==> config.mk <==
export PLATFORM = sky130hd
export DESIGN_NAME = matrix_scan_arbiter
export DESIGN_NICKNAME = d
export VERILOG_FILES = /design/src/rtl/matrix_scan_arbiter.sv
export SDC_FILE = /design/constraint.sdc
export NUM_CORES = 1
export LEC_CHECK = 0
export ABC_AREA = 1
export BUFFER_PORTS_ARGS = -buffer_cell sky130_fd_sc_hd__buf_2
export CORE_MARGIN = 2
export CORE_UTILIZATION = 45
export CTS_CLUSTER_DIAMETER = 100
export DETAILED_ROUTE_END_ITERATION = 10
export HOLD_SLACK_MARGIN = 0.1
export PLACE_DENSITY = 0.8
export RECOVER_POWER = 25
export SLEW_MARGIN = 40
export SYNTH_ARGS = -nofsm -noshare
export SYNTH_HDL_FRONTEND = slang
export SYNTH_SLANG_ARGS = --single-unit
==> constraint.sdc <==
create_clock -name clk -period 1.7 [get_ports clk]
set_clock_uncertainty 0.15 [all_clocks]
set_input_delay 0.255 -clock clk [delete_from_list [all_inputs] [get_ports clk]]
set_output_delay 0.255 -clock clk [all_outputs]
set_load 0.03 [all_outputs]
==> src/rtl/matrix_scan_arbiter.sv <==
// Two-player round-robin owner of a 4x4 LED matrix: arbitrates on frame boundaries,
// latches the owner's frame and scans it row by row with a one-cycle column blank per row.
module matrix_scan_arbiter #(
   parameter int DWELL_CYCLES = 1024,
   parameter int HOLD_FRAMES  = 4
) (
   input  logic        clk,
   input  logic        rst,
   input  logic        req_p1,
   input  logic [15:0] frame_p1,
   input  logic        req_p2,
   input  logic [15:0] frame_p2,
   output logic        gnt_p1,
   output logic        gnt_p2,
   output logic [3:0]  row,
   output logic [3:0]  col,
   output logic        frame_done
);

   localparam int DW = $clog2(DWELL_CYCLES);
   localparam int FW = (HOLD_FRAMES > 1) ? $clog2(HOLD_FRAMES) : 1;
   localparam logic [DW-1:0] DWELL_LAST = DW'(DWELL_CYCLES - 1);
   localparam logic [FW-1:0] HOLD_LAST  = FW'(HOLD_FRAMES - 1);

   typedef enum logic [1:0] {
      IDLE,
      LOAD,
      SCAN
   } state_t;

   state_t         state;
   logic           last_grant;   // 1 = player 2 was granted last
   logic [15:0]    frame_buf;
   logic [DW-1:0]  dwell;
   logic [1:0]     row_idx;
   logic [FW-1:0]  frame_cnt;

   logic           win_valid;
   logic           win_p2;
   logic           owner_req;
   logic [15:0]    owner_frame;
   logic           dwell_end;
   logic           frame_end;
   logic           rearb;

   // Winner selection and frame-boundary decode; these only ever feed registers.
   always_comb begin
      win_valid   = req_p1 | req_p2;
      win_p2      = req_p2 & (~req_p1 | ~last_grant);
      owner_req   = gnt_p2 ? req_p2 : req_p1;
      owner_frame = gnt_p2 ? frame_p2 : frame_p1;
      dwell_end   = (dwell == DWELL_LAST);
      frame_end   = dwell_end && (row_idx == 2'd3);
      rearb       = frame_end && ((frame_cnt == HOLD_LAST) || !owner_req);
   end

   always_ff @(posedge clk or posedge rst) begin
      if (rst) begin
         state      <= IDLE;
         gnt_p1     <= 1'b0;
         gnt_p2     <= 1'b0;
         last_grant <= 1'b1;
         frame_buf  <= '0;
         dwell      <= '0;
         row_idx    <= '0;
         frame_cnt  <= '0;
         row        <= '0;
         col        <= '0;
         frame_done <= 1'b0;
      end else begin
         // NOTE: non-blocking throughout, so every branch reads the pre-edge values.
         frame_done <= 1'b0;
         case (state)
            IDLE: begin
               row <= '0;
               col <= '0;
               if (win_valid) begin
                  gnt_p1     <= ~win_p2;
                  gnt_p2     <= win_p2;
                  last_grant <= win_p2;
                  state      <= LOAD;
               end
            end

            LOAD: begin
               frame_buf <= owner_frame;
               dwell     <= '0;
               row_idx   <= '0;
               frame_cnt <= '0;
               row       <= 4'b0001;
               col       <= '0;
               state     <= SCAN;
            end

            SCAN: begin
               if (!dwell_end) begin
                  dwell <= dwell + 1'b1;
                  col   <= frame_buf[{row_idx, 2'b00} +: 4];
               end else if (!frame_end) begin
                  dwell   <= '0;
                  row_idx <= row_idx + 2'd1;
                  row     <= 4'b0001 << (row_idx + 2'd1);
                  col     <= '0;
               end else begin
                  frame_done <= 1'b1;
                  dwell      <= '0;
                  row_idx    <= '0;
                  col        <= '0;
                  if (rearb) begin
                     frame_cnt <= '0;
                     row       <= '0;
                     if (win_valid) begin
                        gnt_p1     <= ~win_p2;
                        gnt_p2     <= win_p2;
                        last_grant <= win_p2;
                        state      <= LOAD;
                     end else begin
                        gnt_p1 <= 1'b0;
                        gnt_p2 <= 1'b0;
                        state  <= IDLE;
                     end
                  end else begin
                     frame_cnt <= frame_cnt + 1'b1;
                     frame_buf <= owner_frame;
                     row       <= 4'b0001;
                  end
               end
            end

            default: begin
               state  <= IDLE;
               gnt_p1 <= 1'b0;
               gnt_p2 <= 1'b0;
               row    <= '0;
               col    <= '0;
            end
         endcase
      end
   end

endmodule

# == Word level (Yosys, flattened, before mapping) ==
# Cells that the tools add are included.
# op_classes
n_addsub,3
n_eq_ne,10
shift,2
n_mux,47
bitwise,7
n_reduce_logical,13
# op_table
operator,count
$mux 16,4
$pmux 16 s2,1
$mux 1,20
$pmux 10 s2,1
$mux 2,9
$mux 4,4
$shiftx 16x5->4,1
$reduce_and 4->1,3
$add 10x1->10 const B,1
$eq 10x10->1 const B,1
$mux 10,1
$ne 2x2->1 const B,5
$pmux 2 s2,2
$pmux 4 s2,1
$eq 2x2->1 const B,3
$pmux 1 s3,2
$pmux 2 s3,1
$reduce_and 5->1,1
$add 2x1->2 const B,2
$not 1->1,4
$reduce_bool 2->1,2
$shl 1x2->4 const A,1
$reduce_and 3->1,1
$eq 2x1->1 const B,1
8 further kinds,10
# totals
regBits,44
input_bits,36
output_inout_bits,11
elab_cells,93

# == Depth between registers and ports, before layout ==
# Gate-level depths: netlist of the first run.
# depth
word_depth,9
mapped_depth,11
mapped_depth_nobuf,11

# == Least setup slack after synthesis of the first run ==
# No wires, ideal clock.
# synth_path
path_type,register to register
start,register state[0]
end,register row[0]
setup_time_ns,0.117
t_arrival_ns,1.474
t_required_ns,1.433
path_slack_ns,-0.040
stages_incl_launch_ff,10
path_buffers,2
period_less_slack_ns,1.740
path_cell_list,dfrtp_1 -> inv_1 -> ha_1 -> clkbuf_2 -> buf_2 -> nand2_1 -> nand2_1 -> inv_1 -> nand2_1 -> nand2_1
# synth_via
elab_chain_len,2
elab_cells_between_ends,4
classes_between,3 x eq/ne; 1 x mux
# synth_rtl
element,line_no,source
from (decl),31,state_t state;
from (signal assigned),59,state <= IDLE;
from (signal assigned),81,state <= LOAD;
from (signal assigned),92,state <= SCAN;
$eq 2x2->1 or $eq 2x1->1 (tied branches),73,case (state)
$pmux 4 s2 or $ne 2x2->1 (tied branches),-,
to (signal assigned),102,row <= 4'b0001 << (row_idx + 2'd1);
to (decl),15,"output logic [3:0] row,"
# Several ways; a longest one is shown, not always the timed one.
# A chain may end at the register's enable or synchronous reset.

# == Worst setup path after layout of the first run ==
# layout_path
start,register dwell[1]
end,register frame_cnt[0]
# layout_via
elab_chain_len,7
elab_cells_between_ends,10
classes_between,3 x eq/ne; 4 x mux; 3 x reduce/logical
# layout_rtl
element,line_no,source
from (decl),34,logic [DW-1:0] dwell;
from (signal assigned),97,dwell <= dwell + 1'b1;
$eq 10x10->1 *,52,dwell_end = (dwell == DWELL_LAST);
$logic_and 1x1->1,53,frame_end = dwell_end && (row_idx == 2'd3);
$logic_and 1x1->1,54,rearb = frame_end && ((frame_cnt == HOLD_LAST) || !owner_req);
$mux 2,109,if (rearb) begin
$mux 2,99,end else if (!frame_end) begin
$mux 2,96,if (!dwell_end) begin
$pmux 2 s2,73,
to (signal assigned),123,frame_cnt <= frame_cnt + 1'b1;
to (decl),36,logic [FW-1:0] frame_cnt;
# Every way passes the cells marked *; elsewhere a longest branch is shown, timed or not. The select of a mux whose other input is x is not followed.

==> results of run 1 <==
## final cells by class
cell class | instances | area (µm²) | share of cell area, %
inverters | 25 | 101.3 | 3.002
repair buffers | 80 | 546.8 | 16.20
flip-flops and latches | 44 | 1104 | 32.69
clock buffers | 6 | 72.57 | 2.150
clock inverters | 2 | 35.03 | 1.038
multi-input cells | 244 | 1429 | 42.33
well taps | 70 | 87.58 | 2.595
## report_power, final
| group | switching [µW] | internal, µW | total, µW |
|---|---|---|---|
| combinational | 51.2 | 41.9 | 93.1 |
| sequential | 0.740 | 1050 | 1050 |
| clock | 343 | 436 | 779 |
| total | 395 | 1530 | 1920 |
## cell usage after synthesis, drive strengths merged (2+ instances only)
master    n
nand2   128
dfrtp    43
nor2     36
nand3    27
inv      23
o21ai    20
ha       11
a21oi     7
buf       5
nand4     5
clkbuf    4
clkinv    2
nor3      2
xnor2     2
## stage by stage
step / utilization, % / instance area, µm² / setup TNS [ps]
after floorplan: - / 2441 / -20.46
after global placement: 56.40 / 2899 / 0
after detailed placement: 56.40 / 2899 / -141.4
after CTS: 60.86 / 3128 / -338.2
after global routing: 65.68 / 3376 / -5794
final: 65.68 / 3376 / -2254
## worst paths after layout
kind	startpoint	end	slack, ps	cells past startpoint
max in group asynchronous	rst	gnt_p2	450	4
worst min-delay path	frame_p1[2]	frame_buf[2]	120	5
min in group asynchronous	rst	row[2]	530	4
worst max register to register	dwell[1]	frame_cnt[0]	-150	9
worst min register to register	last_grant	last_grant	330	2
worst max-delay path	dwell[1]	frame_cnt[0]	-150	9
## repair_timing
| item | 4_1_cts | 5_1_grt |
|---|---|---|
| gates cloned | 2 | 0 |
| hold buffers | 1 | 0 |
| gates resized for setup | 17 | 63 |
| buffers inserted | 2 | 8 |
| endpoints found under the setup margin | 20 | 37 |
| hold endpoints to repair | 43 | 0 |
| pin swaps | 12 | 22 |
## state kept, by name (all words and copies together) (netlist names), 2 cells and up
signal	flops
frame_buf	16
row_idx	2
row	4
col	4
dwell	10
frame_cnt	2
state	2
## worst reg2reg max path, delay by kind of cell, from the launching register on
| family | cells | cell delay, ps |
|---|---|---|
| AOI/OAI and AO/OA | 2 | 370 |
| buffers and inverters | 2 | 200 |
| and+or+nand+nor | 4 | 400 |
| DFF | 1 | 390 |
| adders and majority gates | 1 | 210 |
## cells by family after synthesis
family	Yosys count	share of synthesized area [%]
AO/OA/AOI/OAI	29	6.605
adder cells (fa/ha/maj)	11	5.676
XOR/XNOR	3	1.084
flip-flops	44	45.46
buffers and inverters	34	5.934
AND/OR/NAND/NOR	200	35.24
## routing by layer
metal	GRT usage, %	wire length (µm)	vias to the layer above
li1	-	-	1175
met3	3.837	212	16
met1	26.52	2612	1141
met4	7.143	132	0
met5	0	0	-
met2	34.09	3172	63
==> impl_results.md, run 1 <==
* Post-synth EDFFs at 0
* Critical path data arrival time at approximately 1900 ps
* Via count at 2395
* Routed WL at a little over 6 mm
* Cell area power density at 569.0 nW/µm²
* CTS tree: built
* Sink Count at 44
* Post-route ant nets at 0
* Fin Hold WS at 124.3 ps
* Failing checks: setup timing
* Crit Path Class: flop to flop
* Clock transition at path regs at 80 ps
* Layout Area Growth over Synthesis at 39.22%
* Yosys reg bits at 44
* 1st-iter DRT viols at 80
* Syn Std Cell Area at 2425 µm²
* FILL cells at between 400 and 500
* CP Cell Sequence: ha_2 -> nand3_2 -> nor2_4 -> nand3_4 -> a21oi_4 -> buf_4 -> inv_2 -> nand2_1 -> o21ai_1
* Starting density of the core at 47.18%
* # diodes at 0
* Most frequent cells in the layout: nand2_1 (112), buf_2 (46), dfrtp_1 (42)
* Worst Path Required at 1730 ps
* Largest net degree at the start of global routing at between 40 and 50
* Syn. warnings at 0
* Setup crit start kind: flop
* CTS Buf Count at 5
* Post-Syn Nets at 368
* RSZ-0062 raised after global routing: yes
* Status: finished, violations left
* Ys flop type: dfrtp_1
* Setup WS pre-CTS at -33.21 ps
* CP peak stage delay at 390 ps
* DRC Markers at 0
* Grt ovf at 0
* Post-synth top area share at roughly 44%
* Clk_lat worst skew at between 200 and 300 ps
* Gpl congestion at 0.8166
* Crit path max fanout at 5
* Total global-route track usage at around 20%
* Via count of the first global-routing pass at 2220
* Drt first pass iters at 4
* Die X at 77.41 µm
* Endpoint type of the worst setup path: flop
* FFs w/ async S/R, synth at 100.0%
* Clock Path Buffers at 2
* Initial antenna violation count at 0
* Most common cell after layout, fill and taps aside: nand2_1
* Crit-path slowest cell: dfrtp_1
* Final setup margin at -151.5 ps
* Final Non-Filler Cells at 471
* Max Cap Viol at 0
* Inst Count DP at 450
* Core Area at 5140 µm²
* Final period util at 108.9%
* Fin crit period at 1852 ps
* Detail Placement HPWL at 4.010 mm
* Vias/cell at approximately 5.1
* Maximum VDD drop at 451.0 µV
* Final setup fails at 30
* Seq/Total Area, Yosys at between 40 and 50%
* Leakage at 0.001776 µW
* Final hold viol count at 0
* Worst slew margin at 61.55%
* Die height at 77.41 µm
* Ports at 47
* Root buf cell: clkbuf_8
* Final nets at 447
* IO buf count at 46
* Layout cells sized above 1 at 38.65%
* First-pass GRT wire length at 9.853 mm
* Post-Syn Area per Cell at 7.554 µm²
* Synthesized instance count at 321
* Max Slew Vio Count at 0
* Wire per inst at around 13 µm
* Largest area contributor in the netlist: dfrtp_1
* H-tree depth at 2
* Worst-Margin Slew at 576.7 ps
* Worst path top cell family by delay: simple AND/OR/NAND/NOR gates
* Post-synth cell types at 30
* Tot Pwr at approximately 1900 µW
* Rows at 26
* Fmax at around 540 MHz
* Synth area leaders: dfrtp_1 (44%), nand2_1 (20%), ha_1 (5.7%)
* Die area at 5992 µm²
* Critical path buffers and inverters at 2
* Worst min path class: input port to flop
Power figures use the tool's default switching activity.
==> run 2, diff against run 1 <==
--- a/config.mk
+++ b/config.mk
@@ -13,7 +13,6 @@
 export DETAILED_ROUTE_END_ITERATION = 10
 export HOLD_SLACK_MARGIN = 0.1
 export PLACE_DENSITY = 0.8
-export RECOVER_POWER = 25
 export SLEW_MARGIN = 40
 export SYNTH_ARGS = -nofsm -noshare
 export SYNTH_HDL_FRONTEND = slang
==> impl_results.md, run 2 (synthesis results as in run 1) <==
* Clk_lat worst skew at 290 ps (about the same)
* Die area at 5992 µm² (unchanged)
* Maximum VDD drop at 451.0 µV (about the same)
* Cell area power density at 568.1 nW/µm² (was 569.0 nW/µm²)
* CTS tree: built (unchanged)
* Clock transition at path regs at 80 ps (about the same)
* Gpl congestion at 0.8166 (unchanged)
* Fin Hold WS at 124.2 ps (was 124.3 ps)
* Wire per inst at 13.01 µm (about the same)
* CP startpoint: dwell[1] (unchanged)
* WHS Endpoint: frame_buf[2] (unchanged)
* Crit Path Class: flop to flop (unchanged)
* R2R Setup Slk at -150 ps (about the same)
* # diodes at 0 (unchanged)
* Clock Path Buffers at 2 (unchanged)
* Sink Count at 44 (unchanged)
* Max Slew Vio Count at 0 (unchanged)
* Root buf cell: clkbuf_8 (unchanged)
* CTS Buf Count at 5 (unchanged)
* Worst r2r src: dwell[1] (unchanged)
* Vias/cell at 5.076 (was 5.085)
* Worst slew margin at 79.95% (was 61.55%)
* Max FFs per register at 16 (unchanged)
* Final period util at 108.9% (unchanged)
* Final nets at 447 (unchanged)
* R2r endpoint: frame_cnt[0] (unchanged)
* Setup crit start kind: flop (unchanged)
* Die height at 77.41 µm (unchanged)
* Hold Path Stages at 5 (unchanged)
* Largest net degree at the start of global routing at 45 (unchanged)
* Critical path data arrival time at 1880 ps (about the same)
* Total global-route track usage at 20.38% (unchanged)
* Via count at 2391 (was 2395)
* Post-route ant nets at 0 (unchanged)
* Fmax at 540.1 MHz (unchanged)
* 1st-iter DRT viols at 80 (unchanged)
* RSZ-0062 raised after global routing: yes (unchanged)
* Worst-Margin Slew at 300.0 ps (was 576.7 ps)
* Biggest register: frame_buf (unchanged)
* First-pass GRT wire length at 9.853 mm (unchanged)
* Final setup margin at -151.5 ps (unchanged)
* Max Cap Viol at 0 (unchanged)
* Fin crit period at 1852 ps (unchanged)
* Leakage at 0.001781 µW (was 0.001776 µW)
* Hold Startpoint: frame_p1[2] (unchanged)
* Detail Placement HPWL at 4.010 mm (unchanged)
* R2R cell count at 9 (unchanged)
* Core Area at 5140 µm² (unchanged)
* Endpoint type of the worst setup path: flop (unchanged)
* Rows at 26 (unchanged)
* Via count of the first global-routing pass at 2220 (unchanged)
* Die X at 77.41 µm (unchanged)
* Initial antenna violation count at 0 (unchanged)
* Final hold viol count at 0 (unchanged)
* H-tree depth at 2 (unchanged)
* Crit path max fanout at 5 (unchanged)
* DRC Markers at 0 (unchanged)
* Drt first pass iters at 4 (unchanged)
* Top Registers: frame_buf (16), dwell (10) (unchanged)
* Grt ovf at 0 (unchanged)
* Layout Area Growth over Synthesis at 39.73% (was 39.22%)
* Final setup fails at 30 (unchanged)
* Status: finished, violations left (unchanged)
* Most common cell after layout, fill and taps aside: nand2_1 (unchanged)
* Setup WS pre-CTS at -33.21 ps (unchanged)
* Starting density of the core at 47.18% (unchanged)
* Failing checks: setup timing (unchanged)
* Worst Path Required at 1730 ps (about the same)
* Most frequent cells in the layout: nand2_1 (112), buf_2 (46), dfrtp_1 (42) (unchanged)
* Ports at 47 (unchanged)
* IO buf count at 46 (unchanged)
* Routed WL at 6.128 mm (was 6.130 mm)
* Layout cells sized above 1 at 38.65% (unchanged)
* Worst min path class: input port to flop (unchanged)
[run 2: cell types whose count changed in the layout (fill, tap and decap cells not counted), sizes merged]
cell | before | now
clkbuf | 7 | 6
buf | 78 | 79
[run 2: metal layers]
layer  vias up  share of wire [%]  global-route usage (%)
met1      1139                 43                   26.52
met3        16                3.4                   3.837
met2        61                 52                   34.09
met5         -                  0                       0
li1       1175                  -                       -
met4         0                2.2                   7.143
[run 2: where the power goes]
group          total [µW]  leakage [µW]  switching [µW]  internal (µW)
Combinational        97.2       0.00115            51.9           45.4
Clock                 779     0.0000552             343            436
Sequential           1050      0.000574           0.740           1050
Total                1920       0.00178             395           1530
[run 2: area by class of cell]
| class | count | area [µm²] |
|---|---|---|
| repair buffers | 80 | 559.3 |
| flip-flops and latches | 44 | 1104 |
| well taps | 70 | 87.58 |
| inverters | 25 | 101.3 |
| clock buffers | 6 | 72.57 |
| multi-input cells | 244 | 1429 |
| clock inverters | 2 | 35.03 |
| fillers | 410 | 1752 |
[run 2: stage by stage]
step | instances | utilization (%) | power [µW] | area [µm²] | TNS [ps]
6_report | 471 | 65.92 | 1925 | 3388 | -2254
3_3_place_gp | 450 | 56.40 | 1162 | 2899 | 0
4_1_cts | 463 | 60.86 | 1932 | 3128 | -338.2
5_1_grt | 471 | 65.92 | 1999 | 3388 | -5794
2_1_floorplan | 321 | - | 1110 | 2441 | -20.46
3_5_place_dp | 450 | 56.40 | 1164 | 2899 | -141.4
[run 2: how the worst max path moves through the flow]
stage / to / slack [ps] / cells past startpoint
2_1_floorplan: dwell[9] / -20 / 11
3_3_place_gp: frame_buf[9] / 40 / 8
3_5_place_dp: dwell[9] / -30 / 11
4_1_cts: frame_buf[11] / -40 / 8
5_1_grt: frame_buf[6] / -250 / 8
6_report: frame_cnt[0] / -150 / 9
[run 2: repair_timing]
item,CTS,global route
cloned,2,0
setup buffers,2,8
endpoints found under the hold margin,43,0
hold buffers,1,0
pin swaps,12,22
endpoints found under the setup margin,20,37
resized for setup,17,63
[run 2: critical path: stages, from the launching register on]
cell and delay [ps]:
dfrtp_1 390, ha_2 210, nand3_2 100, nor2_4 170, nand3_4 90, a21oi_4 310
buf_4 170, inv_2 30, nand2_1 40, o21ai_1 60
==> run 3, diff against run 2 <==
--- a/config.mk
+++ b/config.mk
@@ -12,6 +12,7 @@
 export CTS_CLUSTER_DIAMETER = 100
 export DETAILED_ROUTE_END_ITERATION = 10
 export HOLD_SLACK_MARGIN = 0.1
+export MAX_ROUTING_LAYER = met4
 export PLACE_DENSITY = 0.8
 export SLEW_MARGIN = 40
 export SYNTH_ARGS = -nofsm -noshare
==> impl_results.md, run 3 (synthesis results as in run 1) <==
* First-pass GRT wire length at 9.846 mm (was 9.853 mm)
* Clock Power Share at 40.9% (was 40.5%)
* Die X at 77.41 µm (unchanged)
* Sink Count at 44 (unchanged)
* Leakage at 0.001787 µW (was 0.001781 µW)
* Setup crit start kind: flop (unchanged)
* Layout Area Growth over Synthesis at 40.25% (was 39.73%)
* Worst slew margin at 76.46% (was 79.95%)
* Hold Startpoint: frame_p1[2] (unchanged)
* Grt met1 use at 26.52% (unchanged)
* Cell area power density at 569.6 nW/µm² (was 568.1 nW/µm²)
* Most frequent cells in the layout: nand2_1 (112), buf_2 (46), dfrtp_1 (42) (unchanged)
* WHS Endpoint: frame_buf[2] (unchanged)
* Fmax at 524.1 MHz (was 540.1 MHz)
* Detail Placement HPWL at 4.010 mm (unchanged)
* Worst r2r src: dwell[1] (unchanged)
* H-tree depth at 2 (unchanged)
* Routing usage on met2 at 34.00% (was 34.09%)
* Wire per inst at 13.57 µm (was 13.01 µm)
* Die height at 77.41 µm (unchanged)
* Final period util at 112.2% (was 108.9%)
* CTS tree: built (unchanged)
* Total global-route track usage at 20.93% (was 20.38%)
* Layout cells sized above 1 at 38.81% (was 38.65%)
* Routed WL at 6.403 mm (was 6.128 mm)
* DRC Markers at 0 (unchanged)
* CTS Buf Count at 5 (unchanged)
* Inst Count DP at 450 (unchanged)
* Post-route ant nets at 0 (unchanged)
* Final hold viol count at 0 (unchanged)
* Via count at 2406 (was 2391)
* Crit Path Class: flop to flop (unchanged)
* Hold Path Stages at 5 (unchanged)
* Worst path top cell family by delay: flip-flops (was simple AND/OR/NAND/NOR gates)
* # diodes at 0 (unchanged)
* Final setup margin at -208.0 ps (was -151.5 ps)
* R2r endpoint: frame_cnt[0] (unchanged)
* CP Cell Sequence: ha_2 -> nand3_2 -> nor2_4 -> nand3_4 -> a21oi_4 -> buf_4 -> inv_2 -> nand2_1 -> o21ai_1 (unchanged)
* Drt first pass iters at 4 (unchanged)
* Status: finished, violations left (unchanged)
* Worst-Margin Slew at 349.5 ps (was 300.0 ps)
* Setup WS pre-CTS at -33.21 ps (unchanged)
* Clk_lat worst skew at 300 ps (was 290 ps)
* Starting density of the core at 47.18% (unchanged)
* Vias/cell at 5.097 (was 5.076)
* 1st-iter DRT viols at 146 (was 80)
* Fin crit period at 1908 ps (was 1852 ps)
* Most common cell after layout, fill and taps aside: nand2_1 (unchanged)
* Clock Path Buffers at 2 (unchanged)
* Net Sw Power at 407.2 µW (was 395.4 µW)
* Max FFs per register at 16 (unchanged)
* CP peak stage delay at 430 ps (was 390 ps)
* Max Cap Viol at 0 (unchanged)
* Failing checks: setup timing (unchanged)
* Crit path max fanout at 5 (unchanged)
* Final setup fails at 41 (was 30)
* R2R Setup Slk at -210 ps (was -150 ps)
* RSZ-0062 raised after global routing: yes (unchanged)
* Gr busiest metal: met2 (unchanged)
* IO buf count at 46 (unchanged)
* Met3 usage at 3.837% (unchanged)
* Final nets at 448 (was 447)
* Worst Path Required at 1730 ps (about the same)
* R2R cell count at 9 (unchanged)
* Clock transition at path regs at 90 ps (was 80 ps)
* Rows at 26 (unchanged)
* Top Registers: frame_buf (16), dwell (10) (unchanged)
* Crit-path slowest cell: dfrtp_1 (unchanged)
* Critical path buffers and inverters at 2 (unchanged)
* Gpl congestion at 0.8287 (was 0.8166)
* Biggest register: frame_buf (unchanged)
* Via count of the first global-routing pass at 2221 (was 2220)
* Switching part of the total power at 21.02% (was 20.54%)
* Grt ovf at 0 (unchanged)
* Power share of the combinational group at 5.0% (was 5.1%)
* Fin Hold WS at 123.5 ps (was 124.2 ps)
* Endpoint type of the worst setup path: flop (unchanged)
* Die area at 5992 µm² (unchanged)
* Ports at 47 (unchanged)
* Int Power at 1530 µW (about the same)
* Max Slew Vio Count at 0 (unchanged)
* Critical path data arrival time at 1940 ps (was 1880 ps)
* Largest net degree at the start of global routing at 45 (unchanged)
* Root buf cell: clkbuf_8 (unchanged)
* FILL cells at 409 (was 410)
* Maximum VDD drop at 457.1 µV (was 451.0 µV)
* Initial antenna violation count at 0 (unchanged)
* Worst min path class: input port to flop (unchanged)
* Final Non-Filler Cells at 472 (was 471)
* Sequential power share at 54.1% (was 54.5%)
* Core Area at 5140 µm² (unchanged)
run 3: worst max-delay path by stage:
stage / from / cells past startpoint / endpoint
floorplan: state[0] / 11 / dwell[9]
global placement: dwell[1] / 8 / frame_buf[9]
detailed placement: state[1] / 11 / dwell[9]
CTS: dwell[1] / 8 / frame_buf[11]
global route: dwell[1] / 8 / frame_buf[6]
finish: dwell[1] / 9 / frame_cnt[0]
run 3: power groups by stage:
| stage | Sequential (µW) | Combinational (µW) | Clock (µW) |
|---|---|---|---|
| 3_5_place_dp | 1070 | 93.9 | 0 |
| 3_3_place_gp | 1070 | 92.2 | 0 |
| 4_1_cts | 1050 | 98.2 | 785 |
| 5_1_grt | 1050 | 112 | 843 |
| 2_1_floorplan | 1070 | 39.9 | 0 |
| 6_report | 1050 | 96.8 | 791 |
run 3: cell type report:
class                           count  area, µm²  area share, %
Clock buffer                        6      72.57          2.134
Inverter                           25      101.3          2.980
Tap cell                           70      87.58          2.575
Timing Repair Buffer               81      566.8          16.67
Clock inverter                      2      35.03          1.030
Multi-Input combinational cell    244       1434          42.16
Sequential cell                    44       1104          32.45
run 3: what timing repair did:
action                                  4_1_cts  5_1_grt
pin swaps                                    12       19
gates cloned                                  2        0
gates resized for setup                      17       61
buffers inserted                              2        9
endpoints found under the hold margin        43        0
endpoints found under the setup margin       20       37
hold buffers                                  1        0
run 3: worst reg2reg max path, delay by kind of cell, from the launching register on:
kind	cells	cell delay (ps)
AO/OA/AOI/OAI	2	370
adder cells (fa/ha/maj)	1	220
buffers and inverters	2	200
flip-flops	1	430
AND/OR/NAND/NOR	4	420
run 3: per-stage QoR:
step / setup TNS [ps] / cell area, µm² / utilization, % / power, µW
6_report: -5092 / 3401 / 66.16 / 1937
5_1_grt: -9037 / 3401 / 66.16 / 2005
4_1_cts: -338.2 / 3128 / 60.86 / 1932
3_5_place_dp: -141.4 / 2899 / 56.40 / 1164
3_3_place_gp: 0 / 2899 / 56.40 / 1162
2_1_floorplan: -20.46 / 2441 / - / 1110
run 3: routing by layer:
layer | routed length, µm | share of wire, %
met5 | 0 | 0
met3 | 248 | 3.9
met1 | 2687 | 42
met2 | 3263 | 51
met4 | 203 | 3.2
